## src/rtl/fifo_rd_ctrl.sv

```systemverilog
// ----------------------------------------------------------------------------
// fifo_rd_ctrl
//
// Read-side controller of the async FIFO. Owns the read binary/Gray pointers,
// computes empty against the write pointer already synchronised into rclk,
// drives the read port of the dual-port memory (synchronous read, 1-cycle
// latency) and presents a first-word-fall-through valid/ready stream through
// a 2-entry output buffer (output register + skid register).
//
// Ports:
//   rclk       in   read-domain clock
//   rrst_n     in   asynchronous active-low reset
//   rq2_wptr   in   write Gray pointer, synchronised into rclk
//   rptr       out  registered read Gray pointer, to the write-side synchroniser
//   raddr      out  memory read address (low bits of the binary read pointer)
//   rclken     out  memory read enable
//   rdata_mem  in   memory read data, valid the cycle after rclken
//   rempty     out  pointer-level empty flag
//   rvalid     out  rdata holds a valid word
//   rready     in   consumer accepts rdata when rvalid && rready
//   rdata      out  registered output word
// ----------------------------------------------------------------------------
module fifo_rd_ctrl #(
   parameter int unsigned ADDR_WIDTH = 3,
   parameter int unsigned DATA_WIDTH = 8
) (
   input  logic                  rclk,
   input  logic                  rrst_n,
   input  logic [ADDR_WIDTH:0]   rq2_wptr,
   output logic [ADDR_WIDTH:0]   rptr,
   output logic [ADDR_WIDTH-1:0] raddr,
   output logic                  rclken,
   input  logic [DATA_WIDTH-1:0] rdata_mem,
   output logic                  rempty,
   output logic                  rvalid,
   input  logic                  rready,
   output logic [DATA_WIDTH-1:0] rdata
);

   logic [ADDR_WIDTH:0]   rbin_q, rbin_d;
   logic [ADDR_WIDTH:0]   rptr_q, rptr_d;
   logic [1:0]            cnt_q, cnt_d;
   logic                  rd_pend_q;
   logic                  rvalid_q, rvalid_d;
   logic                  skid_valid_q, skid_valid_d;
   logic [DATA_WIDTH-1:0] rdata_q, rdata_d;
   logic [DATA_WIDTH-1:0] skid_q, skid_d;

   logic pop;
   logic issue;

   // ---------------------------------------------------------------------
   // Pointer / issue logic
   // ---------------------------------------------------------------------
   always_comb begin
      rempty = (rptr_q == rq2_wptr);
      pop    = rvalid_q & rready;
      // cnt covers output reg + skid + in-flight read, so at most two words
      // may be outstanding; a same-cycle pop makes room for a new issue.
      // Gating with rrst_n keeps the memory idle while reset is held.
      issue  = rrst_n & ~rempty & ((cnt_q != 2'd2) | pop);
      rbin_d = rbin_q + {{ADDR_WIDTH{1'b0}}, issue};
      // Gray code taken from the registered next value: a single bit toggles
      // per increment and nothing combinational reaches the write domain.
      rptr_d = rbin_d ^ (rbin_d >> 1);
      cnt_d  = cnt_q + {1'b0, issue} - {1'b0, pop};
   end

   assign rclken = issue;
   assign raddr  = rbin_q[ADDR_WIDTH-1:0];
   assign rptr   = rptr_q;

   always_ff @(posedge rclk or negedge rrst_n) begin
      if (!rrst_n) begin
         rbin_q    <= '0;
         rptr_q    <= '0;
         cnt_q     <= 2'd0;
         rd_pend_q <= 1'b0;
      end else begin
         rbin_q    <= rbin_d;
         rptr_q    <= rptr_d;
         cnt_q     <= cnt_d;
         rd_pend_q <= issue;
      end
   end

   // ---------------------------------------------------------------------
   // Output register + skid buffer
   // ---------------------------------------------------------------------
   always_comb begin
      rvalid_d     = rvalid_q;
      skid_valid_d = skid_valid_q;
      rdata_d      = rdata_q;
      skid_d       = skid_q;

      if (rd_pend_q) begin
         if (skid_valid_q) begin
            // Skid full plus a read landing implies three words, which the
            // issue limit forbids unless a pop frees the output register.
            if (pop) begin
               rdata_d = skid_q;
               skid_d  = rdata_mem;
            end
         end else if (!rvalid_q || pop) begin
            rdata_d  = rdata_mem;
            rvalid_d = 1'b1;
         end else begin
            skid_d       = rdata_mem;
            skid_valid_d = 1'b1;
         end
      end else if (pop) begin
         if (skid_valid_q) begin
            rdata_d      = skid_q;
            skid_valid_d = 1'b0;
         end else begin
            rvalid_d = 1'b0;
         end
      end
   end

   always_ff @(posedge rclk or negedge rrst_n) begin
      if (!rrst_n) begin
         rvalid_q     <= 1'b0;
         skid_valid_q <= 1'b0;
         rdata_q      <= '0;
         skid_q       <= '0;
      end else begin
         rvalid_q     <= rvalid_d;
         skid_valid_q <= skid_valid_d;
         rdata_q      <= rdata_d;
         skid_q       <= skid_d;
      end
   end

   assign rvalid = rvalid_q;
   assign rdata  = rdata_q;

endmodule

```

## config.mk

```make
export PLATFORM = sky130hd
export DESIGN_NAME = fifo_rd_ctrl
export DESIGN_NICKNAME = d
export VERILOG_FILES = /design/src/rtl/fifo_rd_ctrl.sv
export SDC_FILE = /design/constraint.sdc
export NUM_CORES = 1
export LEC_CHECK = 0
export CORE_ASPECT_RATIO = 1.5
export CORE_MARGIN = 3
export CORE_UTILIZATION = 51
export DETAILED_ROUTE_END_ITERATION = 10
export PLACE_DENSITY = 0.86
export SLEW_MARGIN = 5
export SYNTH_ARGS = -nofsm -noshare
export SYNTH_HDL_FRONTEND = slang
export SYNTH_SLANG_ARGS = --single-unit
```

## constraint.sdc

```tcl
create_clock -name rclk -period 4.95 [get_ports rclk]
set_input_delay 0.99 -clock rclk [delete_from_list [all_inputs] [get_ports rclk]]
set_output_delay 0.99 -clock rclk [all_outputs]
set_load 0.01 [all_outputs]
```

# After elaboration in Yosys (flattened, before gate mapping)
# Index checks and enable logic that the tools add are counted.
# Widths: inputs -> output; s select.
# totals
ff_bits	29
latch_bits	0
ramBits	0
mem_bits_ro	0
out_inout_bits	18
n_memories	0
# op_classes
add_sub_neg	3
mul	0
div_mod_pow	0
order_cmp	0
n_eq_ne	5
shift	0
mux	18
bitwise	7
reduce_logical	8
# op_table
operator	count
$mux 8	9
$mux 1	9
$reduce_and 3->1	2
$reduce_bool 2->1	3
$add 4x1->4	1
$eq 4x4->1	1
$ne 2x1->1 const B	2
$ne 2x2->1 const B	2
$reduce_and 4->1	1
$xor 4x3->4	1
$and 1x1->1	3
$add 2x1->2	1
$not 1->1	2
$sub 2x1->2	1
$logic_not 1->1	1
$logic_or 1x1->1	1
$or 1x1->1	1

# Logic depth before layout (Yosys ltp)
# logic_depth
ltp_word	6
mapped_depth	7
ltp_nobuf	7

# Worst setup path after synthesis
# Ideal clock, no wire load.
# synth_path
path_kind	input -> output
start	in rq2_wptr[1]
end	out rclken
arrival_ps	1877
required_ps	3960
setup_slack_ps	2083
cell_stages	3
n_path_buf	0
path_cell_list	xor2_1 nor4_1 a311oi_1
# synth_between
elab_chain_cells	4
# synth_rtl
element	line_no	rtl
from (decl)	29	input logic [ADDR_WIDTH:0] rq2_wptr,
$eq 4x4->1	56	rempty = (rptr_q == rq2_wptr);
named net rempty	34	output logic rempty,
$not 1->1	61	issue = rrst_n & ~rempty & ((cnt_q != 2'd2) | pop);
$and 1x1->1 (2 in series)	61	
to (decl)	32	output logic rclken,
# The timed path passes the listed nets, and every way through them passes these cells.

# Worst setup path in the final report
# layout_path
start	in rq2_wptr[2]
end	out rclken
# layout_between
elab_chain_cells	4
# layout_rtl
element	line_no
$eq 4x4->1	56
$not 1->1	61
$and 1x1->1 (2 in series)	61
# No other way between the ends.

==> impl_metrics.csv <==
group,metric,value,unit
cells_and_area,fin_cells,147,
synth,synthArstFlopShare,100,%
cts,postCtsHoldBufs,0,
cts,cts_tree,"yes",
setup_path,crit_family,"buffers and inverters",
grt,overflow,0,
synth,synthCells,89,
timing,fin_skew,0.00292,ns
synth,synth-main-ff-cell,"dfrtp_1",
place,gp_congestion,0.690,
setup_path,crit_buf_inv,2,
place,numPortBuffers,32,
power_and_ir_drop,p_total,1.19,mW
floorplan,core_area,2340,um^2
synth,synth_cell_types,19,
grt,grt_max_degree,29,
cts,cts_inserted_buffers,3,
synth,syn_area,1320,um^2
cells_and_area,layout_common_cells,"32 x clkdlybuf4s50_1, 28 x dfrtp_1, 17 x mux2_4, 8 x xor2_1, 7 x mux2_2",
cts,cts_root_buf,"clkbuf_4",
timing,finalHoldViolCount,0,
setup_path,reg2reg_slack,2.75,ns
detailed_routing,antenna_left,0,
timing,rsz0062_at_grt,"false",
cts,clock_path_buffers,2,
power_and_ir_drop,power.leakage,0.786,nW
setup_path,cp.arrival,2.90,ns
grt,grt_pass1_vias,891,
synth,synth-warning-count,0,
timing,layout_setup_ws,1.06,ns
status,status,"completed",
synth,synth_edf_count,0,
setup_path,worstPathRequired,3.96,ns
grt,grt_pass1_wl,4040,um
floorplan,initial_core_util,56.2,%
worst_hold_path,hp-class,"reg -> reg",
floorplan,io_pins,33,
place,dp.final_hpwl,1720,um
synth,synth_nets,108,
cts,clock_sinks,28,
setup_path,critPathLaunchType,"primary input",
timing,fin_hold_ws,0.512,ns
setup_path,slowest_stage,"clkdlybuf4s50_1",
cts,cts_resized,0,
timing,slew_violations,0,
synth,yosys_register_bits,28,
timing,fin_crit,3.89,ns
cts,post_cts_buffers,0,
timing,finalSetupViolations,0,
grt,grt_usage,17.6,%
timing,tightestPinTransition,0.712,ns
flow_run,maxCapViolCount,0,
timing,slew_headroom,52.5,%
detailed_routing,avgRoutedWirePerCell,15.7,um
setup_path,slowest_delay,0.67,ns
power_and_ir_drop,peakVddDrop,0.367,mV
floorplan,die_w,47.5,um
timing,tns,0,ns
detailed_routing,drt-vias-per-instance,5.41,
place,place_area,1650,um^2
detailed_routing,vias,795,
cells_and_area,drive_gt1_share,24.2,%
setup_path,cp_common_cell,"clkdlybuf4s50_1",
cts,clk_pin_slew_worst_paths,0.15,ns
floorplan,die_h,68.2,um
cells_and_area,diodes,0,
detailed_routing,drc,0,
setup_path,crit_chain,"clkdlybuf4s50_1 -> xor2_1 -> nor4_1 -> a311oi_1 -> clkdlybuf4s50_1",
cells_and_area,finalInstanceArea,1700,um^2
setup_path,end_kind,"output pin",
cells_and_area,nets,144,
detailed_routing,drt_pass1_iterations,4,
setup_path,critical_path.max_fanout,4,
cells_and_area,fillers,167,
cells_and_area,layout_commonest_cell,"clkdlybuf4s50_1",
place,dp_slack,1.08,ns
detailed_routing,wirelength,2310,um
synth,syn_avg_cell_area,14.8,um^2
floorplan,die_area,3240,um^2
cts,htreeDepth,1,
cts,worstSkewPairLatency,0.32,ns
timing,fmax,0.257,GHz
timing,fin_crit_sh,78.7,%
synth,synth-seq-area-share,53.3,%
setup_path,crit_type,"in -> out",
grt,antenna_found_initial,0,
cells_and_area,final_util,72.8,%
power_and_ir_drop,p_per_area,699,nW/um^2
detailed_routing,dr.first_iter.drc_count,5,
floorplan,rows,21,
cells_and_area,syn2layout_area_growth,29.4,%
place,dp_cells,143,
==> Yosys cell counts, types with 2 or more instances <==
master	number	area share, %
inv_1	5	1.4
xor2_1	8	5.3
ha_1	4	3.8
nand2_1	3	0.86
xnor2_1	4	2.7
nor2_1	2	0.57
mux2_4	17	19
dfrtp_1	28	53
mux2_2	7	6.0
buf_6	2	1.7
==> area by class of cell <==
cell class | instances | area, um^2 | area share, %
clock buffers | 3 | 22.5 | 1.32
clock inverters | 1 | 30.0 | 1.76
inverters | 5 | 18.8 | 1.10
multi-input cells | 54 | 573 | 33.7
flip-flops and latches | 28 | 701 | 41.2
well taps | 23 | 28.8 | 1.69
repair buffers | 33 | 328 | 19.3
==> power by group <==
group          total [mW]  internal [mW]  switching (mW)
clock               0.148         0.0819          0.0666
sequential          0.429          0.351          0.0777
combinational       0.612          0.381           0.231
==> worst reg2reg max path, cell delays in order (launching register included) <==
cell and delay [ns]:
dfrtp_1 0.44, xor2_1 0.15, nor4_1 0.08, a311oi_1 0.52
ha_1 0.30, ha_1 0.17, xor2_1 0.31, xor2_1 0.17
==> path summary, 6_finish.rpt <==
kind | from | endpoint | cells after the start
min in group asynchronous | rrst_n | cnt_q[1] | 2
max in group asynchronous | rrst_n | rdata[6] | 2
setup reg to reg | rbin_q[3] | rptr[1] | 7
hold / removal | cnt_q[1] | cnt_q[1] | 1
hold reg to reg | cnt_q[1] | cnt_q[1] | 1
setup / recovery | rq2_wptr[2] | rclken | 5
==> state kept, by name, indices dropped and copies added, names as in the netlist <==
name / cells
rbin_q: 4
rdata: 8
skid_q: 8
cnt_q: 2
rptr: 3
rvalid: 1
skid_valid_q: 1
rd_pend_q: 1
==> logic make-up after synthesis <==
kind of cell	Yosys count	share of synthesized area, %
muxes	24	25.4
and+or+nand+nor	10	3.71
DFF	28	53.3
adders and majority gates	4	3.81
xor gates and xnor gates	12	7.99
buffers and inverters	7	3.14
AOI/OAI and AO/OA	4	2.66
==> metal layers <==
metal	global-route usage, %	part of all wire (%)
met1	21.7	39
met4	7.27	1.5
met2	28.2	52
met3	4.74	7.3
met5	0	0
Note: power is estimated with default switching activity, not from simulation.
